**src/rtl/fifo_arb_pkg.sv**
```systemverilog
// Shared types, default sizes and width helper for the sync_fifo write arbiter.
package fifo_arb_pkg;

  typedef enum logic [0:0] {
    IDLE  = 1'b0,
    GRANT = 1'b1
  } arb_state_e;

  localparam int unsigned DEF_NUM_REQ    = 4;
  localparam int unsigned DEF_DATA_WIDTH = 8;
  localparam int unsigned DEF_BURST_LEN  = 4;

  // $clog2 that never returns less than 1, so a 1-bit field is always legal.
  function automatic int unsigned clog2_min1(input int unsigned n);
    return (n <= 32'd2) ? 32'd1 : 32'($clog2(n));
  endfunction

endpackage

```
**src/rtl/rr_priority_picker.sv**
```systemverilog
// Round-robin picker: first set request strictly after last_grant, wrapping.
module rr_priority_picker
  import fifo_arb_pkg::*;
#(
  parameter int unsigned NUM_REQ = DEF_NUM_REQ,
  parameter int unsigned IDX_W   = clog2_min1(NUM_REQ)
) (
  input  logic [NUM_REQ-1:0] req,
  input  logic [IDX_W-1:0]   last_grant,
  output logic               found,
  output logic [IDX_W-1:0]   idx
);

  logic             hit_hi;
  logic             hit_lo;
  logic [IDX_W-1:0] idx_hi;
  logic [IDX_W-1:0] idx_lo;

  // Lowest index above last_grant wins; otherwise lowest index at or below it.
  always_comb begin
    hit_hi = 1'b0;
    hit_lo = 1'b0;
    idx_hi = '0;
    idx_lo = '0;
    for (int j = 0; j < int'(NUM_REQ); j++) begin
      if (req[j]) begin
        if (IDX_W'(j) > last_grant) begin
          if (!hit_hi) begin
            hit_hi = 1'b1;
            idx_hi = IDX_W'(j);
          end
        end else if (!hit_lo) begin
          hit_lo = 1'b1;
          idx_lo = IDX_W'(j);
        end
      end
    end
    found = hit_hi | hit_lo;
    idx   = hit_hi ? idx_hi : idx_lo;
  end

endmodule

```
**src/rtl/sync_fifo_wr_arbiter.sv**
```systemverilog
// Round-robin arbiter sharing one sync_fifo write port among NUM_REQ producers.
module sync_fifo_wr_arbiter
  import fifo_arb_pkg::*;
#(
  parameter int unsigned NUM_REQ    = DEF_NUM_REQ,
  parameter int unsigned DATA_WIDTH = DEF_DATA_WIDTH,
  parameter int unsigned BURST_LEN  = DEF_BURST_LEN
) (
  input  logic                             clk,
  input  logic                             rst,
  input  logic [NUM_REQ-1:0]               req_valid,
  input  logic [NUM_REQ-1:0]               req_last,
  input  logic [NUM_REQ*DATA_WIDTH-1:0]    req_data,
  output logic [NUM_REQ-1:0]               req_ready,
  input  logic                             full,
  output logic                             w_en,
  output logic [DATA_WIDTH-1:0]            din,
  output logic [clog2_min1(NUM_REQ)-1:0]   grant_id,
  output logic                             busy
);

  localparam int unsigned IDX_W = clog2_min1(NUM_REQ);
  localparam int unsigned CNT_W = clog2_min1(BURST_LEN + 1);

  arb_state_e        state_q, state_d;
  logic [IDX_W-1:0]  grant_id_q, grant_id_d;
  logic [IDX_W-1:0]  last_grant_q, last_grant_d;
  logic [CNT_W-1:0]  beat_cnt_q, beat_cnt_d;
  logic              busy_q, busy_d;

  logic              pick_found;
  logic [IDX_W-1:0]  pick_idx;
  logic              accept;
  logic              last_beat;
  logic [DATA_WIDTH-1:0] req_word [NUM_REQ];

  rr_priority_picker #(
    .NUM_REQ (NUM_REQ),
    .IDX_W   (IDX_W)
  ) u_picker (
    .req        (req_valid),
    .last_grant (last_grant_q),
    .found      (pick_found),
    .idx        (pick_idx)
  );

  // Unpack the flat producer data bus into one word per producer.
  always_comb begin
    for (int i = 0; i < int'(NUM_REQ); i++) begin
      req_word[i] = req_data[i*int'(DATA_WIDTH) +: DATA_WIDTH];
    end
  end

  // Data path has no register: the owner's word goes straight to the FIFO.
  assign din       = req_word[grant_id_q];
  assign last_beat = (beat_cnt_q == CNT_W'(BURST_LEN - 1));

  // Next-state, counters and the combinational write-side handshake.
  always_comb begin
    state_d      = state_q;
    grant_id_d   = grant_id_q;
    last_grant_d = last_grant_q;
    beat_cnt_d   = beat_cnt_q;
    req_ready    = '0;
    accept       = 1'b0;
    w_en         = 1'b0;

    case (state_q)
      IDLE: begin
        if (pick_found) begin
          grant_id_d = pick_idx;
          beat_cnt_d = '0;
          state_d    = GRANT;
        end
      end
      GRANT: begin
        req_ready[grant_id_q] = ~full;
        accept = req_valid[grant_id_q] & ~full;
        w_en   = accept;
        if (accept) begin
          beat_cnt_d = beat_cnt_q + CNT_W'(1);
          // A word that is both last and the final beat ends the burst once.
          if (req_last[grant_id_q] || last_beat) begin
            state_d      = IDLE;
            last_grant_d = grant_id_q;
          end
        end
      end
      default: state_d = IDLE;
    endcase

    busy_d = (state_d == GRANT);
  end

  // State register; reset hands producer 0 the first grant.
  always_ff @(posedge clk or posedge rst) begin
    if (rst) begin
      state_q      <= IDLE;
      grant_id_q   <= '0;
      last_grant_q <= IDX_W'(NUM_REQ - 1);
      beat_cnt_q   <= '0;
      busy_q       <= 1'b0;
    end else begin
      state_q      <= state_d;
      grant_id_q   <= grant_id_d;
      last_grant_q <= last_grant_d;
      beat_cnt_q   <= beat_cnt_d;
      busy_q       <= busy_d;
    end
  end

  assign grant_id = grant_id_q;
  assign busy     = busy_q;

endmodule
```
**config.mk**
```make
export PLATFORM = sky130hd
export DESIGN_NAME = sync_fifo_wr_arbiter
export DESIGN_NICKNAME = d
export VERILOG_FILES = /design/src/rtl/fifo_arb_pkg.sv /design/src/rtl/rr_priority_picker.sv /design/src/rtl/sync_fifo_wr_arbiter.sv
export SDC_FILE = /design/constraint.sdc
export NUM_CORES = 1
export LEC_CHECK = 0
export BUFFER_PORTS_ARGS = -buffer_cell sky130_fd_sc_hd__buf_2
export CAP_MARGIN = 0
export CORE_MARGIN = 2
export CORE_UTILIZATION = 38
export DETAILED_ROUTE_END_ITERATION = 12
export HOLD_SLACK_MARGIN = 0.06
export MAX_ROUTING_LAYER = met4
export PLACE_DENSITY = 0.87
export SKIP_CTS_REPAIR_TIMING = 1
export SYNTH_ARGS = -nofsm -noshare
export SYNTH_HDL_FRONTEND = slang
export SYNTH_HIERARCHICAL = 1
export SYNTH_SLANG_ARGS = --single-unit
```
**constraint.sdc**
```tcl
create_clock -name clk -period 2.35 [get_ports clk]
set_clock_uncertainty 0.2 [all_clocks]
set_input_delay 0.47 -clock clk [delete_from_list [all_inputs] [get_ports clk]]
set_output_delay 0.47 -clock clk [all_outputs]
set_load 0.005 [all_outputs]
```
# [Word level (Yosys, flattened, before mapping)]
# Cells that the tools add are included.
[word_totals] ff_bits=8 input_bits=43
[op_classes] n_addsub=1 magnitude_cmp=7 n_eq_ne=3 n_mux=53 bitwise=6 reduce_logical=5
[op_table] cell="two-way mux 2 bit" count=17
[op_table] cell="two-way mux 1 bit" count=25
[op_table] cell="binary-select mux 8 bit (select 2 bit)" count=1
[op_table] cell="two-way mux 8 bit" count=2
[op_table] cell="two-way mux 3 bit" count=2
[op_table] cell="case mux 3 bit (2 select lines)" count=1
[op_table] cell="bitwise AND 4 bit" count=1
[op_table] cell="binary-select mux 1 bit (select 2 bit)" count=2
[op_table] cell="greater-than comparator 1 x 2 -> 1 bit, first input constant" count=2
[op_table] cell="greater-than comparator 2 bit, first input constant" count=2
[op_table] cell="two-way mux 4 bit" count=1
[op_table] cell="AND reduction 2 bit" count=2
[op_table] cell="adder 3 x 1 -> 3 bit, second input constant" count=1
[op_table] cell="== test 3 x 2 -> 1 bit, second input constant" count=1
[op_table] cell=">= comparator 3 bit, second input constant" count=1
[op_table] cell="less-than comparator 2 x 3 -> 1 bit, second input constant" count=1
[op_table] cell="NOT 2 -> 3 bit" count=1
[op_table] cell="AND reduction 3 bit" count=1
[op_table] cell="demux 1 bit (select 2 bit)" count=1
[op_table] cell=">= comparator 2 x 1 -> 1 bit, second input constant" count=1
[op_table] cell="!= test 2 x 1 -> 1 bit, second input constant" count=1
[op_table] cell="!= test 2 bit, second input constant" count=1
[op_table] cell="NOT 1 bit" count=2
[op_table] cell="case mux 1 bit (2 select lines)" count=1
[op_table] cell="other kinds (4)" count=4

# [Depth between registers and ports, before layout]
# Gate-level depths: netlist of the first run.
[depth] ltp_word=13 depth_mapped=5

# [By module]
# Netlist of the first run, hierarchy kept.
[by_module_without_submodules] mod="sync_fifo_wr_arbiter" n_inst=1 cells_per_inst=50 area_per_inst_um2=656.9 seq_area_each_um2=202.7
[by_module_without_submodules] mod="rr_priority_picker" n_inst=1 cells_per_inst=12 area_per_inst_um2=71.3 seq_area_each_um2=0.0

# [Least setup slack after synthesis of the first run]
# OpenSTA, ideal clock, no wires.
[synth_timing] path_type="flip-flop to output port" from="reg grant_id_q[0] (netlist: grant_id[0])" to="out din[2]" arrival_time_ps=1341 t_required_ps=1680 slack_ps=339 path_stages_with_launch=4 cell_sequence="dfrtp_1 -> buf_2 -> buf_2 -> mux4_2"
[synth_between] elab_chain_cells=4
[synth_rtl] element="start: declaration" line="sync_fifo_wr_arbiter.sv:26" rtl="logic [IDX_W-1:0] grant_id_q, grant_id_d;"
[synth_rtl] element="start signal: assignment" line="sync_fifo_wr_arbiter.sv:105" rtl="grant_id_q <= grant_id_d;"
[synth_rtl] element="NOT 2 -> 3 bit (implied by the code)" line="sync_fifo_wr_arbiter.sv:55" rtl="assign din = req_word[grant_id_q];"
[synth_rtl] element="binary-select mux 8 bit (select 2 bit)" line="sync_fifo_wr_arbiter.sv:55"
[synth_rtl] element="two-way mux 8 bit (implied by the code) (2 in series)" line="sync_fifo_wr_arbiter.sv:55"
[synth_rtl] element="end: declaration" line="sync_fifo_wr_arbiter.sv:17" rtl="output logic [DATA_WIDTH-1:0] din,"
# Every way passes these cells. The select of a mux whose other input is x is not followed.

# [Final worst setup path of the first run]
[layout_timing] from="reg grant_id_q[0] (netlist: grant_id[0])" to="out din[0]"
# The elaborated chain is that of the path after synthesis.

==> results of run 1 <==
[metrics by stage]
stage               hold slack, ns  cell area [µm²]  power, mW  instances  setup WS [ns]
floorplan                   0.0842              728      0.788         62          0.339
global placement             0.212             1060       1.02        145          0.337
detailed placement           0.235             1060       1.05        145          0.304
CTS                        -0.0501             1080       1.17        149          0.144
global route                 0.322             1090       1.27        150          0.102
finish                       0.303             1090       1.16        150          0.161
[routing by layer]
metal,up-vias,track usage (%)
li1,364,-
met1,380,18.9
met2,50,38.9
met3,13,6.42
met4,0,16.2
met5,-,-
[cell families after synthesis]
group / Yosys count / synth area share, %
adders and majority gates: 2 / 3.44
AOI/OAI and AO/OA: 11 / 14.6
DFF: 8 / 27.8
and+or+nand+nor: 15 / 11.2
muxes: 17 / 38.0
buffers and inverters: 9 / 4.98
[cell type report]
cell class              count  area, µm²  share of cell area (%)
multi-input cells          45        489                    44.7
repair buffers             62        323                    29.5
flip-flops and latches      8        203                    18.5
well taps                  25       31.3                    2.86
clock buffers               4       26.3                    2.40
inverters                   6       22.5                    2.06
[Yosys cell counts (2+ instances only)]
| cell | number | area (µm²) |
|---|---|---|
| a21oi_1 | 2 | 10.0 |
| buf_2 | 2 | 10.0 |
| dfrtp_1 | 6 | 150 |
| dfstp_2 | 2 | 52.6 |
| ha_1 | 2 | 25.0 |
| inv_1 | 6 | 22.5 |
| mux2_1 | 2 | 22.5 |
| mux2_2 | 3 | 33.8 |
| mux2i_1 | 4 | 40.0 |
| mux4_2 | 8 | 180 |
| nand2_1 | 3 | 11.3 |
| nand2b_1 | 2 | 12.5 |
| nand3b_1 | 2 | 15.0 |
| nor2_1 | 5 | 18.8 |
| o21a_1 | 2 | 15.0 |
| o21ai_0 | 2 | 10.0 |
[critical path: stages, from the launching register on]
cell and delay, ns:
dfrtp_1 0.35, buf_4 0.23, mux4_2 0.54, buf_2 0.15
[power by group]
part	leakage (nW)	total [mW]	switching, mW	internal (mW)
Sequential	0.0906	0.271	0.0507	0.220
Clock	0.0150	0.116	0.0504	0.0652
Combinational	0.446	0.776	0.353	0.423
[flip-flops by register name (all words and copies together) (netlist names)]
| name | count |
|---|---|
| last_grant_q | 2 |
| busy | 1 |
| grant_id | 2 |
| beat_cnt_q | 3 |
[cell usage in the layout (no fill, tap or decap)]
cell type,n
o21a_1,2
nand3b_1,2
or3b_4,1
dfstp_2,2
o21ai_0,2
nor3_1,1
nand2b_1,2
buf_2,58
or4_1,1
inv_1,6
clkbuf_1,1
mux2i_1,4
ha_1,2
clkbuf_4,3
dfrtp_1,6
buf_4,3
nor2_1,5
nand2_1,3
o22ai_4,1
a221o_1,1
o311ai_4,1
mux2_2,3
dlygate4sd3_1,1
mux2_1,2
o22ai_1,1
mux4_2,8
a21oi_1,2
a221oi_1,1
[worst paths after layout]
kind                                   end  slack [ns]  cells past startpoint
max                                 din[0]        0.16                      3
min                          beat_cnt_q[0]        0.30                      1
max reg2reg                last_grant_q[1]        0.45                      4
min reg2reg                  beat_cnt_q[0]        0.30                      1
max in group asynchronous  last_grant_q[1]        1.17                      3
min in group asynchronous    beat_cnt_q[2]        0.49                      3
==> out/summary.txt, run 1 <==
status: finished, final reports clean
met1 WL: 762 µm
Setup TNS Final: 0 ns
RSZ-0062 raised after global routing: false
Overflow after GRT: 0
Max Clock Freq: 457 MHz
final wirelength: 2340 µm
Avg WL per Cell: 15.6 µm
chip height: 47.8 µm
Startpoint Class: flip-flop
H-tree depth: 1
gr usage total: 21.9%
clock tree from TritonCTS: built
Fillers: 170
maximum number of pins on one net before global-route repair: 14
global-route wire length before repair: 3180 µm
Max IR drop VDD: 0.556 mV
Worst Setup SP: grant_id[0]
total CTS buffers: 3
layout cells sized above 1: 64.0%
detailed-router iteration count before antenna repair: 4
Post-synth top flop: dfrtp_1
I/O Pins: 59
later-pin clock latency in the skew report: 0.26 ns
mean post-synth cell area: 11.7 µm²
CTS Sinks: 8
warning count from the yosys run: 6
post-layout min period: 2.19 ns
pwr/cell area: 1060 nW/µm²
Post-Syn Area: 728 µm²
largest fanout on the critical path: 13
hold path startpoint: beat_cnt_q[0]
Die ar.: 2280 µm²
Vias/cell: 5.38
1st-iter DRT viols: 17
#FFs+latches synth: 8
Starting Density: 41.3%
crit path DAT: 1.52 ns
Mapped Nets: 107
Hold Vio Cnt, Final: 0
Clock Path Buffers: 2
Clk pin slew, worst setup/hold paths: 0.06 ns
initial antenna violation count: 0
max layer used: met4
row count: 15
Slew Limit Fails: 0
number of global-route vias before repair: 760
Buffers on Ports: 58
Slew @ Worst Pin: 0.309 ns
DR DRC count: 0
Leak: 0.552 nW
Async SR Flop Fraction: 100%
Routability Congestion: 0.714
Antenna Nets Post-Route: 0
nets: 171
# setup viols final: 0
sequential share of the synthesized area: 27.8%
post-layout util: 62.1%
max-cap check violation count: 0
Min-Delay Path Class: flip-flop to flip-flop
DR WL met3: 241 µm
HPWL after DPL: 1980 µm
r2r startpoint: grant_id[0]
Required @ worst endpoint: 1.68 ns
Setup crit end kind: output pin
via count: 807
met2 WL: 1230 µm
chip width: 47.8 µm
core area: 1760 µm²
Clock Root Buffer: clkbuf_4
Synth Instances: 62
Post-synth EDFFs: 0
# diodes: 0
kind of critical path: flip-flop to output pin
relative slew slack: 78.8%
Final period util: 93.1%
synth-to-layout area growth: 50.3%
synth unique cells: 25
No activity file was read; power rests on OpenSTA's default activity.
==> run 2: changes to the inputs <==
--- a/config.mk
+++ b/config.mk
@@ -13,6 +13,7 @@
 export HOLD_SLACK_MARGIN = 0.06
 export MAX_ROUTING_LAYER = met4
 export PLACE_DENSITY = 0.87
+export REMOVE_ABC_BUFFERS = 1
 export SKIP_CTS_REPAIR_TIMING = 1
 export SYNTH_ARGS = -nofsm -noshare
 export SYNTH_HDL_FRONTEND = slang
==> constraint.sdc (replaced) <==
create_clock -name clk -period 2.35 [get_ports clk]
set_clock_uncertainty 0.2 [all_clocks]
set_input_delay 0.1175 -clock clk [delete_from_list [all_inputs] [get_ports clk]]
set_output_delay 0.1175 -clock clk [all_outputs]
set_load 0.005 [all_outputs]
==> run 2 against run 1 <==
  * Register-to-register slack better by 0.04 ns
  * Clock power is 3% lower
  * Hold slack worse by 0.26 ns
  * Fmax is 6.2% higher
  * Die area stayed put
  * Largest power group unchanged
  * Global-route usage is 3.3 points lower
==> out/summary.txt, run 2 (synthesis results as in run 1) <==
CTS Sinks: 8 (unchanged)
commonest non-fill, non-tap cells in the layout: buf_2 (58), mux4_2 (8), inv_1 (6), dfrtp_1 (6), nor2_1 (5) (unchanged)
synth-to-layout area growth: 49.3% (was 50.3%)
Routability Congestion: 0.774 (was 0.714)
final wirelength: 2000 µm (was 2340 µm)
Antenna Nets Post-Route: 0 (unchanged)
Buffers on Ports: 58 (unchanged)
Leak: 0.547 nW (was 0.552 nW)
nets: 170 (was 171)
post-placement cell area: 1050 µm² (was 1060 µm²)
max incr delay on CP: 0.55 ns (was 0.54 ns)
Startpoint Class: flip-flop (unchanged)
initial antenna violation count: 0 (unchanged)
later-pin clock latency in the skew report: 0.25 ns (was 0.26 ns)
via count: 777 (was 807)
RSZ-0062 raised after global routing: false (unchanged)
most flop-heavy register: beat_cnt_q (unchanged)
Starting Density: 41.3% (unchanged)
Reg power frac: 26.0% (was 23.3%)
# diodes: 0 (unchanged)
kind of critical path: flip-flop to output pin (unchanged)
largest fanout on the critical path: 10 (was 13)
clock tree from TritonCTS: built (unchanged)
core area: 1760 µm² (unchanged)
DR DRC count: 0 (unchanged)
1st-iter DRT viols: 11 (was 17)
Clock Root Buffer: clkbuf_4 (unchanged)
met1 GRT Util: 15.7% (was 18.9%)
gr usage total: 18.6% (was 21.9%)
met3 usage: 3.02% (was 6.42%)
Max Clock Freq: 485 MHz (was 457 MHz)
crit path DAT: 1.74 ns (was 1.52 ns)
Hold Vio Cnt, Final: 0 (unchanged)
I/O Pins: 59 (unchanged)
max-cap check violation count: 0 (unchanged)
relative slew slack: 75.7% (was 78.8%)
slowest stage cell, crit path: dfrtp_1 (was mux4_2)
overall power: 1.13 mW (was 1.16 mW)
Clk pin slew, worst setup/hold paths: 0.06 ns (about the same)
WP buf/inv: 2 (unchanged)
Die ar.: 2280 µm² (unchanged)
Clock Path Buffers: 2 (unchanged)
HPWL after DPL: 1680 µm (was 1980 µm)
H-tree depth: 1 (unchanged)
layout cells sized above 1: 63.7% (was 64.0%)
Overflow after GRT: 0 (unchanged)
Slew Limit Fails: 0 (unchanged)
M2 GR Usage: 37.3% (was 38.9%)
number of global-route vias before repair: 736 (was 760)
# setup viols final: 0 (unchanged)
Min-Delay Path Class: input port to flip-flop (was flip-flop to flip-flop)
Hold WS: 0.0473 ns (was 0.303 ns)
P_int: 697 µW (was 709 µW)
Top Usage Layer GRT: met2 (unchanged)
fin area: 1090 µm² (about the same)
Slew @ Worst Pin: 0.364 ns (was 0.309 ns)
post-layout util: 61.6% (was 62.1%)
detailed-router iteration count before antenna repair: 4 (unchanged)
row count: 15 (unchanged)
Comb power frac: 64.1% (was 66.7%)
pre-CTS setup slack: 0.494 ns (was 0.304 ns)
Sw Share: 38.4% (was 39.0%)
Psw: 434 µW (was 454 µW)
chip width: 47.8 µm (unchanged)
dpl cells: 144 (was 145)
CP cell instances: buf_4, mux4_2, buf_2 (unchanged)
Setup TNS Final: 0 ns (unchanged)
global-route wire length before repair: 2870 µm (was 3180 µm)
commonest non-fill, non-tap cell in the layout: buf_2 (unchanged)
Post-Layout Cell Count: 149 (was 150)
Final period util: 87.7% (was 93.1%)
setup ws final: 0.288 ns (was 0.161 ns)
Avg WL per Cell: 13.4 µm (was 15.6 µm)
status: finished, final reports clean (unchanged)
clock share of power: 9.9% (about the same)
chip height: 47.8 µm (unchanged)
crit-path leading delay family: flip-flops (was multiplexers)
maximum number of pins on one net before global-route repair: 15 (was 14)
Max IR drop VDD: 0.675 mV (was 0.556 mV)
Setup crit end kind: output pin (unchanged)
total CTS buffers: 3 (unchanged)
post-layout min period: 2.06 ns (was 2.19 ns)
Required @ worst endpoint: 2.03 ns (was 1.68 ns)
Vias/cell: 5.21 (was 5.38)
max FFs per register: 3 (unchanged)
pwr/cell area: 1040 nW/µm² (was 1060 nW/µm²)
==> run 2: cell types whose count changed in the layout (fill, tap and decap cells not counted) <==
cell and delta:
buf_4 -1
==> run 2: power groups by stage <==
stage	logic [mW]	registers, mW	clock network, mW
after floorplan	0.427	0.341	0
after global placement	0.709	0.287	0
after detailed placement	0.733	0.295	0
after CTS	0.736	0.295	0.119
after global routing	0.810	0.305	0.122
final	0.724	0.295	0.112
==> run 2: per-layer routing <==
metal / vias to the layer above / wire length, µm
li1: 362 / -
met1: 373 / 646
met2: 38 / 1100
met3: 4 / 234
met4: 0 / 18
met5: - / 0
==> run 2: worst register-to-register path, delay by kind of cell, from the launching register on <==
family	cells	cell delay, ns
muxes	2	0.76
DFF	1	0.55
AOI/OAI and AO/OA	1	0.27
==> run 2: final cells by class <==
cell class                 count  area [µm²]
fill                         159         677
multi-input combinational     45         489
inverter                       6        22.5
sequential                     8         203
timing repair buffer          61         315
clock buffer                   4        26.3
tap                           25        31.3
==> run 2: worst paths after layout <==
kind	startpoint	endpoint	slack (ns)	cells past startpoint
min reg2reg	beat_cnt_q[0]	beat_cnt_q[0]	0.32	1
max reg2reg	grant_id[0]	last_grant_q[0]	0.49	3
max	grant_id[0]	din[0]	0.29	3
min in group asynchronous	rst	beat_cnt_q[2]	0.14	3
max in group asynchronous	rst	last_grant_q[1]	1.52	3
min	req_valid[2]	busy	0.05	3
==> run 3: changes to the inputs <==
--- a/config.mk
+++ b/config.mk
@@ -5,6 +5,7 @@
 export SDC_FILE = /design/constraint.sdc
 export NUM_CORES = 1
 export LEC_CHECK = 0
+export ABC_CLOCK_PERIOD_IN_PS = 2350
 export BUFFER_PORTS_ARGS = -buffer_cell sky130_fd_sc_hd__buf_2
 export CAP_MARGIN = 0
 export CORE_MARGIN = 2
@@ -12,7 +13,7 @@
 export DETAILED_ROUTE_END_ITERATION = 12
 export HOLD_SLACK_MARGIN = 0.06
 export MAX_ROUTING_LAYER = met4
-export PLACE_DENSITY = 0.87
+export PLACE_DENSITY = 0.78
 export REMOVE_ABC_BUFFERS = 1
 export SKIP_CTS_REPAIR_TIMING = 1
 export SYNTH_ARGS = -nofsm -noshare
==> run 3 against run 2 <==
  * Setup slack improved by 0.025 ns
  * Largest power group unchanged
  * Die area unchanged
  * Clock-buffer cell count unchanged
  * Sequential share of layout area decreased by 0.17 points
  * Total power fell by 0.95%
  * Critical path type unchanged
  * Highest routed layer unchanged
  * Hold slack improved by 0.035 ns
  * Flip-flop and latch count stayed put
  * Routed wire length is 3.5% lower
==> out/summary.txt, run 3 (synthesis results as in run 1) <==
Final period util: 86.7% (was 87.7%)
Clock Path Buffers: 2 (unchanged)
Required @ worst endpoint: 2.03 ns (about the same)
Max Clock Freq: 491 MHz (was 485 MHz)
synth-to-layout area growth: 50.7% (was 49.3%)
layout cells sized above 1: 63.2% (was 63.7%)
most flop-heavy register: beat_cnt_q (unchanged)
RSZ-0062 raised after global routing: false (unchanged)
Setup TNS Final: 0 ns (unchanged)
later-pin clock latency in the skew report: 0.26 ns (was 0.25 ns)
pre-CTS setup slack: 0.476 ns (was 0.494 ns)
number of global-route vias before repair: 737 (was 736)
max-cap check violation count: 0 (unchanged)
final wirelength: 1930 µm (was 2000 µm)
initial antenna violation count: 0 (unchanged)
status: finished, final reports clean (unchanged)
Die ar.: 2280 µm² (unchanged)
H-tree depth: 1 (unchanged)
commonest non-fill, non-tap cells in the layout: buf_2 (58), mux4_2 (8), inv_1 (6), dfrtp_1 (6), nor2_1 (5) (unchanged)
CTS Sinks: 8 (unchanged)
Hold Vio Cnt, Final: 0 (unchanged)
Setup crit end kind: output pin (unchanged)
Vias/cell: 5.11 (was 5.21)
Slew @ Worst Pin: 0.351 ns (was 0.364 ns)
Avg WL per Cell: 12.9 µm (was 13.4 µm)
# diodes: 0 (unchanged)
max FFs per register: 3 (unchanged)
core area: 1760 µm² (unchanged)
Starting Density: 41.3% (unchanged)
Fillers: 167 (was 159)
maximum number of pins on one net before global-route repair: 15 (unchanged)
pwr/cell area: 1020 nW/µm² (was 1040 nW/µm²)
setup ws final: 0.313 ns (was 0.288 ns)
Overflow after GRT: 0 (unchanged)
Clock Root Buffer: clkbuf_4 (unchanged)
I/O Pins: 59 (unchanged)
relative slew slack: 76.6% (was 75.7%)
gr usage total: 18.1% (was 18.6%)
post-layout min period: 2.04 ns (was 2.06 ns)
Max IR drop VDD: 0.678 mV (was 0.675 mV)
commonest non-fill, non-tap cell in the layout: buf_2 (unchanged)
largest fanout on the critical path: 10 (unchanged)
Buffers on Ports: 58 (unchanged)
kind of critical path: flip-flop to output pin (unchanged)
Antenna Nets Post-Route: 0 (unchanged)
total CTS buffers: 3 (unchanged)
R2R Setup Slk: 0.48 ns (was 0.49 ns)
Slew Limit Fails: 0 (unchanged)
global-route wire length before repair: 2780 µm (was 2870 µm)
Clk pin slew, worst setup/hold paths: 0.06 ns (about the same)
row count: 15 (unchanged)
crit path DAT: 1.72 ns (was 1.74 ns)
chip width: 47.8 µm (unchanged)
nets: 171 (was 170)
DR DRC count: 0 (unchanged)
via count: 767 (was 777)
Min-Delay Path Class: input port to flip-flop (unchanged)
detailed-router iteration count before antenna repair: 4 (unchanged)
Startpoint Class: flip-flop (unchanged)
Routability Congestion: 0.720 (was 0.774)
# setup viols final: 0 (unchanged)
1st-iter DRT viols: 5 (was 11)
chip height: 47.8 µm (unchanged)
clock tree from TritonCTS: built (unchanged)
Leak: 0.551 nW (was 0.547 nW)
run 3: cell types whose count changed in the layout (fill, tap and decap cells not counted), sizes merged:
cell         delta
dlygate4sd3     +1
run 3: power breakdown:
group / internal [mW] / leakage [nW] / switching [mW] / total [mW]
clock: 0.0649 / 0.0150 / 0.0467 / 0.112
combinational: 0.412 / 0.446 / 0.308 / 0.720
sequential: 0.220 / 0.0906 / 0.0681 / 0.288
run 3: worst paths after layout:
path | startpoint | end | cells after the start
max reg2reg | grant_id[0] | last_grant_q[1] | 3
min reg2reg | beat_cnt_q[0] | beat_cnt_q[0] | 1
max in group asynchronous | rst | last_grant_q[0] | 3
min | req_valid[0] | busy | 3
max | grant_id[0] | din[4] | 3
min in group asynchronous | rst | beat_cnt_q[0] | 3
run 3: area by class of cell:
class | instances | area [µm²] | area share [%]
clock buffers | 4 | 26.3 | 2.39
multi-input cells | 45 | 489 | 44.6
flip-flops and latches | 8 | 203 | 18.5
inverters | 6 | 22.5 | 2.05
well taps | 25 | 31.3 | 2.85
repair buffers | 62 | 325 | 29.6
run 3: stage by stage:
| stage | util, % | hold WS (ns) | cells | total power, mW | area [µm²] |
|---|---|---|---|---|---|
| 3_5_place_dp | 59.6 | -0.127 | 144 | 1.02 | 1050 |
| 3_3_place_gp | 59.6 | -0.131 | 144 | 0.994 | 1050 |
| 5_1_grt | 62.2 | 0.0996 | 150 | 1.24 | 1100 |
| 6_report | 62.2 | 0.0819 | 150 | 1.12 | 1100 |
| 2_1_floorplan | - | -0.268 | 59 | 0.768 | 714 |
| 4_1_cts | 61.1 | -0.410 | 148 | 1.14 | 1080 |
run 3: layer usage:
layer / GRT usage [%] / part of all wire (%) / vias up
li1: - / - / 365
met1: 13.8 / 32 / 359
met2: 36.5 / 54 / 39
met3: 5.28 / 13 / 4
met4: 9.19 / 1.2 / 0
met5: - / 0 / -
run 3: critical path: stages, from the launching register on:
cell and delay, ns:
dfrtp_1 0.55, buf_4 0.27, mux4_2 0.51, buf_2 0.14
